==> src/rtl/writeback_arbiter_if.sv <==
// Write-back request/response bundle shared by the ALU path, the load path
// and the register-file write port. Requesters use the master modport, the
// arbiter uses the slave modport.
interface writeback_arbiter_if #(
  parameter int DATA_WIDTH     = 32,
  parameter int REG_ADDR_WIDTH = 5
);
  // ALU write-back request
  logic                      aluValid;
  logic                      aluReady;
  logic [REG_ADDR_WIDTH-1:0] aluReg;
  logic [DATA_WIDTH-1:0]     result;
  // Load write-back request
  logic                      memValid;
  logic                      memReady;
  logic [REG_ADDR_WIDTH-1:0] memReg;
  logic [DATA_WIDTH-1:0]     readData;
  // Register-file write port and status
  logic                      regWrite;
  logic [REG_ADDR_WIDTH-1:0] writeReg;
  logic [DATA_WIDTH-1:0]     writeData;
  logic                      memToReg;
  logic                      aluStalled;

  modport master (
    output aluValid, aluReg, result, memValid, memReg, readData,
    input  aluReady, memReady, regWrite, writeReg, writeData, memToReg, aluStalled
  );

  modport slave (
    input  aluValid, aluReg, result, memValid, memReg, readData,
    output aluReady, memReady, regWrite, writeReg, writeData, memToReg, aluStalled
  );
endinterface

==> src/rtl/writeback_arbiter.sv <==
// Arbitrates the single register-file write port between the ALU result path
// and the load return path. Loads win by default; an ALU request that has been
// held off for MAX_WAIT cycles is forced through for one cycle. The winning
// write is registered (one cycle latency) together with memToReg so the
// downstream write-back mux picks the right source.
module writeback_arbiter #(
  parameter int DATA_WIDTH     = 32,
  parameter int REG_ADDR_WIDTH = 5,
  parameter int MAX_WAIT       = 3
) (
  input logic                clk,
  input logic                resetN,
  writeback_arbiter_if.slave bus
);

  localparam logic [3:0] MAX_WAIT_C = 4'(MAX_WAIT);

  logic                      force_alu_s;
  logic                      mem_ready_s;
  logic                      alu_ready_s;

  logic [3:0]                wait_cnt_d;
  logic [3:0]                wait_cnt_q;
  logic                      reg_write_d;
  logic                      reg_write_q;
  logic [REG_ADDR_WIDTH-1:0] write_reg_d;
  logic [REG_ADDR_WIDTH-1:0] write_reg_q;
  logic [DATA_WIDTH-1:0]     write_data_d;
  logic [DATA_WIDTH-1:0]     write_data_q;
  logic                      mem_to_reg_d;
  logic                      mem_to_reg_q;

  // Grant decision: memory priority unless the ALU has exhausted its wait budget;
  // no grant at all while reset is asserted.
  always_comb begin
    force_alu_s = bus.aluValid && (wait_cnt_q == MAX_WAIT_C);
    mem_ready_s = 1'b0;
    alu_ready_s = 1'b0;
    if (!resetN) begin
      mem_ready_s = 1'b0;
      alu_ready_s = 1'b0;
    end else begin
      mem_ready_s = bus.memValid && !force_alu_s;
      alu_ready_s = bus.aluValid && !mem_ready_s;
    end
  end

  // Starvation counter: counts consecutive stalled ALU cycles, saturating at the
  // budget, and restarts whenever the ALU request is taken or withdrawn.
  always_comb begin
    wait_cnt_d = wait_cnt_q;
    if (!bus.aluValid || alu_ready_s) begin
      wait_cnt_d = 4'd0;
    end else if (wait_cnt_q < MAX_WAIT_C) begin
      wait_cnt_d = wait_cnt_q + 4'd1;
    end else begin
      wait_cnt_d = MAX_WAIT_C;
    end
  end

  // Next write-port contents: capture the winner; register 0 is accepted but
  // never enabled; idle cycles drop the enable and keep the last payload.
  always_comb begin
    reg_write_d  = 1'b0;
    write_reg_d  = write_reg_q;
    write_data_d = write_data_q;
    mem_to_reg_d = mem_to_reg_q;
    if (mem_ready_s) begin
      reg_write_d  = (bus.memReg != {REG_ADDR_WIDTH{1'b0}});
      write_reg_d  = bus.memReg;
      write_data_d = bus.readData;
      mem_to_reg_d = 1'b1;
    end else if (alu_ready_s) begin
      reg_write_d  = (bus.aluReg != {REG_ADDR_WIDTH{1'b0}});
      write_reg_d  = bus.aluReg;
      write_data_d = bus.result;
      mem_to_reg_d = 1'b0;
    end else begin
      reg_write_d  = 1'b0;
    end
  end

  // State and output registers; asynchronous reset discards any pending write.
  always_ff @(posedge clk or negedge resetN) begin
    if (!resetN) begin
      wait_cnt_q   <= 4'd0;
      reg_write_q  <= 1'b0;
      write_reg_q  <= {REG_ADDR_WIDTH{1'b0}};
      write_data_q <= {DATA_WIDTH{1'b0}};
      mem_to_reg_q <= 1'b0;
    end else begin
      wait_cnt_q   <= wait_cnt_d;
      reg_write_q  <= reg_write_d;
      write_reg_q  <= write_reg_d;
      write_data_q <= write_data_d;
      mem_to_reg_q <= mem_to_reg_d;
    end
  end

  assign bus.aluReady   = alu_ready_s;
  assign bus.memReady   = mem_ready_s;
  assign bus.aluStalled = bus.aluValid && !alu_ready_s;
  assign bus.regWrite   = reg_write_q;
  assign bus.writeReg   = write_reg_q;
  assign bus.writeData  = write_data_q;
  assign bus.memToReg   = mem_to_reg_q;

endmodule
==> src/flat_wrapper.sv <==
// flat-port wrapper written by rule: the top's interface ports become plain ports
module writeback_arbiter_flat 
#(
  parameter int DATA_WIDTH     = 32,
  parameter int REG_ADDR_WIDTH = 5,
  parameter int MAX_WAIT       = 3
)
  (clk, resetN, bus_aluValid, bus_aluReg, bus_result, bus_memValid, bus_memReg, bus_readData, bus_aluReady, bus_memReady, bus_regWrite, bus_writeReg, bus_writeData, bus_memToReg, bus_aluStalled);
  writeback_arbiter_if #(.DATA_WIDTH(DATA_WIDTH), .REG_ADDR_WIDTH(REG_ADDR_WIDTH)) bus_i ();
  input logic clk;
  input logic resetN;
  input wire logic [$bits(bus_i.aluValid)-1:0] bus_aluValid;
  input wire logic [$bits(bus_i.aluReg)-1:0] bus_aluReg;
  input wire logic [$bits(bus_i.result)-1:0] bus_result;
  input wire logic [$bits(bus_i.memValid)-1:0] bus_memValid;
  input wire logic [$bits(bus_i.memReg)-1:0] bus_memReg;
  input wire logic [$bits(bus_i.readData)-1:0] bus_readData;
  output wire logic [$bits(bus_i.aluReady)-1:0] bus_aluReady;
  output wire logic [$bits(bus_i.memReady)-1:0] bus_memReady;
  output wire logic [$bits(bus_i.regWrite)-1:0] bus_regWrite;
  output wire logic [$bits(bus_i.writeReg)-1:0] bus_writeReg;
  output wire logic [$bits(bus_i.writeData)-1:0] bus_writeData;
  output wire logic [$bits(bus_i.memToReg)-1:0] bus_memToReg;
  output wire logic [$bits(bus_i.aluStalled)-1:0] bus_aluStalled;
  assign bus_i.aluValid = bus_aluValid;
  assign bus_i.aluReg = bus_aluReg;
  assign bus_i.result = bus_result;
  assign bus_i.memValid = bus_memValid;
  assign bus_i.memReg = bus_memReg;
  assign bus_i.readData = bus_readData;
  assign bus_aluReady = bus_i.aluReady;
  assign bus_memReady = bus_i.memReady;
  assign bus_regWrite = bus_i.regWrite;
  assign bus_writeReg = bus_i.writeReg;
  assign bus_writeData = bus_i.writeData;
  assign bus_memToReg = bus_i.memToReg;
  assign bus_aluStalled = bus_i.aluStalled;
  writeback_arbiter #(.DATA_WIDTH(DATA_WIDTH), .REG_ADDR_WIDTH(REG_ADDR_WIDTH), .MAX_WAIT(MAX_WAIT)) u_core (.clk(clk), .resetN(resetN), .bus(bus_i));
endmodule
==> config.mk <==
export PLATFORM = sky130hd
export DESIGN_NAME = writeback_arbiter_flat
export DESIGN_NICKNAME = d
export VERILOG_FILES = /design/src/rtl/writeback_arbiter_if.sv /design/src/rtl/writeback_arbiter.sv /design/src/flat_wrapper.sv
export SDC_FILE = /design/constraint.sdc
export NUM_CORES = 1
export LEC_CHECK = 0
export CAP_MARGIN = 20
export CORE_UTILIZATION = 38
export CTS_CLUSTER_DIAMETER = 50
export DETAILED_ROUTE_END_ITERATION = 8
export PLACE_DENSITY = 0.8
export SLEW_MARGIN = 20
export SYNTH_ARGS = -nofsm -noshare
export SYNTH_HDL_FRONTEND = slang
export SYNTH_SLANG_ARGS = --single-unit
==> constraint.sdc <==
create_clock -name clk -period 1.8 [get_ports clk]
set_input_delay 0.18 -clock clk [delete_from_list [all_inputs] [get_ports clk]]
set_output_delay 0.18 -clock clk [all_outputs]
set_load 0.02 [all_outputs]
# After elaboration in Yosys (flattened, before gate mapping)

Cells that the tools add are included.

Add/sub/neg operators: 1
Order comparisons: 1
Eq/ne operators: 1
Muxes and demuxes: 12
Reduce and logical (&&, ||, !) cells: 12

Operator list:

| kind                                               | number |
|---|---|
| two-way mux 32 bit                                 | 2 |
| two-way mux 5 bit                                  | 2 |
| nonzero test 5 bit                                 | 2 |
| two-way mux 4 bit                                  | 2 |
| two-way mux 1 bit                                  | 6 |
| adder 4 x 1 -> 4 bit, second input constant        | 1 |
| == test 4 x 2 -> 1 bit, second input constant      | 1 |
| logical AND 1 bit                                  | 4 |
| zero test 1 bit                                    | 4 |
| < comparator 4 x 2 -> 1 bit, second input constant | 1 |
| nonzero test 2 bit                                 | 1 |
| logical OR 1 bit                                   | 1 |

Register bits: 43
Output and inout port bits: 42

# Logic depth before layout (Yosys ltp)

Depth in word-level cells: 9
Mapped depth: 5
Gate-level depth less buffers: 4

# Least setup slack after synthesis

Ideal clock, no wire load.

Kind: register to register
Start: register u_core.wait_cnt_q[0]
End: register u_core.reg_write_q, in the netlist u_core.bus.regWrite
Setup time: 67 ps
Arrival time: 1588 ps
Required time: 1733 ps
Setup slack: 145 ps
Stages on the path, launching flop included: 5
Clock period less this slack: 1655 ps
Cells stage by stage: dfrtp_1 > ha_1 > or3b_2 > a21oi_1 > a22o_1

Cells in the longest elaborated chain, start to end: 9
Elaborated cells between the ends (all ways): 10
Classes of those cells: eq/ne (1); mux (4); reduce/logical (5)

RTL lines:

| element                | line                    | text |
|---|---|---|
| start, declared        | writeback_arbiter.sv:23 | `logic [3:0] wait_cnt_q;` |
| start signal, assigned | writeback_arbiter.sv:92 | `wait_cnt_q <= wait_cnt_d;` |
| == test 4 x 2 -> 1 bit | writeback_arbiter.sv:36 | `force_alu_s = bus.aluValid && (wait_cnt_q == MAX_WAIT_C);` |
| logical AND 1 bit      | writeback_arbiter.sv:36 |  |
| zero test 1 bit        | writeback_arbiter.sv:43 | `mem_ready_s = bus.memValid && !force_alu_s;` |
| logical AND 1 bit      | writeback_arbiter.sv:43 |  |
| zero test 1 bit        | writeback_arbiter.sv:44 | `alu_ready_s = bus.aluValid && !mem_ready_s;` |
| logical AND 1 bit      | writeback_arbiter.sv:44 |  |
| two-way mux 1 bit      | writeback_arbiter.sv:39 | `if (!resetN) begin` |
| via bus_aluReady       | flat_wrapper.sv:18      | `output wire logic [$bits(bus_i.aluReady)-1:0] bus_aluReady;` |
| two-way mux 1 bit      | writeback_arbiter.sv:73 | `end else if (alu_ready_s) begin` |
| two-way mux 1 bit      | writeback_arbiter.sv:68 | `if (mem_ready_s) begin` |
| via u_core.reg_write_d | writeback_arbiter.sv:24 | `logic reg_write_d;` |
| end signal, assigned   | writeback_arbiter.sv:93 | `reg_write_q <= reg_write_d;` |
| end, declared          | writeback_arbiter.sv:25 | `logic reg_write_q;` |

The timed path passes the listed nets, and every way through them passes these cells.
A chain may end at the register's enable or synchronous reset.

# Worst setup path in the final report

Start: register u_core.wait_cnt_q[0]
End: output port bus_aluReady

Cells in the longest elaborated chain, start to end: 7

RTL lines:

| element                | line |
|---|---|
| == test 4 x 2 -> 1 bit | writeback_arbiter.sv:36 |
| logical AND 1 bit      | writeback_arbiter.sv:36 |
| zero test 1 bit        | writeback_arbiter.sv:43 |
| logical AND 1 bit      | writeback_arbiter.sv:43 |
| zero test 1 bit        | writeback_arbiter.sv:44 |
| logical AND 1 bit      | writeback_arbiter.sv:44 |
| two-way mux 1 bit      | writeback_arbiter.sv:39 |
| end, declared          | flat_wrapper.sv:18 |

Every way passes these cells.

==> flow_summary.toml <==
[run_status]
status = "complete, no violations"

[global_routing]
antenna_found_initial = 0
gr-total-overflow = 0
grt_pass1_wl_mm = 8.342
track_usage = 0.1790
grt_pass1_vias = 1794
grt_max_degree = 43

[sta]
slew_headroom = 0.6456
finalSetupViolCount = 0
final.setup_skew_ps = 1.770
rsz0062_at_grt = "true"
fmax_mhz = 568.7
post-route-min-period_ps = 1758
finalCritPeriodShare = 0.9769
fin_ws_ps = 41.54
worstMarginPinSlew_ps = 531.6
hold_violations = 0
drv_slew = 0

[cells_and_area]
design_area_um2 = 3561
diodes = 0
final_common_cell = "clkdlybuf4s50_1"
nets = 360
layout-drive-gt1-share = 0.3546
layout_common_cells = "clkdlybuf4s50_1, mux2_2, dfrtp_1"
fin_cells = 352
area_growth_syn_to_layout_pct = 67.31

[route]
via_per_inst = 4.759
drt-total-wl_mm = 5.020
drt_iter0_drc = 34
detail-route-antenna-nets = 0
route.detailed.drc = 0
route.vias.total = 1675
wire_per_inst_um = 14.26
firstDrtPassIters = 4

[setup_path]
start_kind = "register"
cpMaxStageDelayCell = "or3b_4"
worstPathMaxFanout = 2
cp.required_ps = 1620
path_cells = "ha_1 > or3b_4 > a21oi_2 > buf_4"
critical_path.max_stage_delay_ps = 400
path_class = "register to output port"
cp-end-kind = "output port"
cp_data_arrival_time_ps = 1580

[synth]
syn_inst = 151
ys_seq_elements = 43
synth_area_per_cell_um2 = 14.09
syn_area_um2 = 2128
synth_cell_types = 18
ys_warn_count = 0
seq_area_frac_synth = 0.5056

[cts]
insertion_delay_ps = 290
clockBufferDepth = 2
htreeDepth = 2
root_buffer = "clkbuf_8"
cts_tree = "yes"
cts.sink_count = 43
path_clk_slew_ps = 80
numCtsBuffers = 5

[floorplan]
start_util = 0.4064
coreArea_um2 = 5238
num_rows = 26
io_pins = 120
die_y_um = 76.84
die_area_um2 = 5904
die_x_um = 76.84

[power]
p_total_mw = 2.836
power_density_nw_per_um2 = 796.6
ir_drop_uv = 481.0
p_leak_nw = 1.477

[placed_design]
dpl_cell_area_um2 = 3438
place.gp.congestion = 0.7090
place_inst = 342
place_hpwl_mm = 3.775
dp_slack_ps = -220.6
port_buffers = 119

[min_path]
worstHoldPathType = "primary input to async pin"

[flow_run]
max_cap_violations = 0
==> power by group <==
group          leakage (nW)  switching (mW)  internal (mW)
Combinational         0.921           0.388          0.618
Sequential            0.505          0.0621           1.10
Clock                0.0515           0.316          0.350
==> worst max-delay path: cells and delay by family, from the launching register on <==
kind	cells	cell delay [ps]
buffers and inverters	1	170
flip-flops	1	360
adder cells (fa/ha/maj)	1	160
AO/OA/AOI/OAI	1	200
AND/OR/NAND/NOR	1	400
==> cell usage after synthesis (all sizes together) <==
master / n / share of area
buf: 8 / 0.025
a31oi: 1 / 0.0029
inv: 2 / 0.0035
o21ai: 3 / 0.0071
conb: 1 / 0.0018
nand2: 5 / 0.0088
or3b: 1 / 0.0041
a21oi: 4 / 0.0094
nor3: 2 / 0.0047
nor2: 3 / 0.0053
mux2: 74 / 0.41
nor2b: 1 / 0.0029
dfrtp: 43 / 0.51
a21o: 1 / 0.0035
ha: 1 / 0.0059
a22o: 1 / 0.0041
==> area by class of cell <==
cell class / instances / area (um2)
flip-flops and latches: 43 / 1076
fillers: 418 / 1677
well taps: 70 / 87.58
clock buffers: 8 / 100.1
multi-input cells: 99 / 1023
inverters: 2 / 7.507
repair buffers: 130 / 1266
==> cell families (layout without fill, tap and decap cells) <==
group,Yosys count,after routing,share of synthesized area
mux,74,74,0.4056
flops,43,43,0.5056
simple gates,12,12,0.02587
compound gates,10,10,0.02705
buf+inv,10,140,0.02822
fa+ha+maj,1,1,0.005878
other cells,1,2,0.001762
==> registers in the layout, indices dropped and copies added (netlist names) <==
signal and flops:
u_core.bus.writeData 32, u_core.bus.writeReg 5, u_core.wait_cnt_q 4, u_core.bus.memToReg 1
u_core.bus.regWrite 1
==> through the flow <==
stage / util / TNS [ps] / hold WS (ps)
after floorplan: - / 0 / -115.6
after global placement: 0.6565 / -670.4 / 7.156
after detailed placement: 0.6565 / -1014 / 2.705
after CTS: 0.6785 / 0 / 253.1
after global routing: 0.6799 / -41.66 / 273.9
final: 0.6799 / 0 / 269.1
==> per-layer routing <==
| layer | up-vias | global-route usage | routed length (um) |
|---|---|---|---|
| li1 | 797 | - | - |
| met1 | 798 | 0.2104 | 1981 |
| met2 | 75 | 0.3080 | 2521 |
| met3 | 5 | 0.07024 | 472 |
| met4 | 0 | 0.03462 | 44 |
| met5 | - | 0 | 0 |
==> worst paths after layout <==
path                       cells after the start                  from                        to  slack, ps
max                                            4  u_core.wait_cnt_q[0]              bus_aluReady         40
min                                            2                resetN       u_core.bus.regWrite        270
max reg2reg                                    5  u_core.wait_cnt_q[0]  u_core.bus.writeData[17]        110
min reg2reg                                    1   u_core.bus.memToReg       u_core.bus.memToReg        490
max in group asynchronous                      3                resetN  u_core.bus.writeData[12]        800
min in group clk                               1   u_core.bus.memToReg       u_core.bus.memToReg        490
==> repair_timing <==
item                                    4_1_cts  5_1_grt
endpoints found under the setup margin        3        2
buffers inserted                              1        0
resized for setup                            12        5
hold buffers                                  1        0
endpoints found under the hold margin         2        0
(Power assumes the default switching activity.)
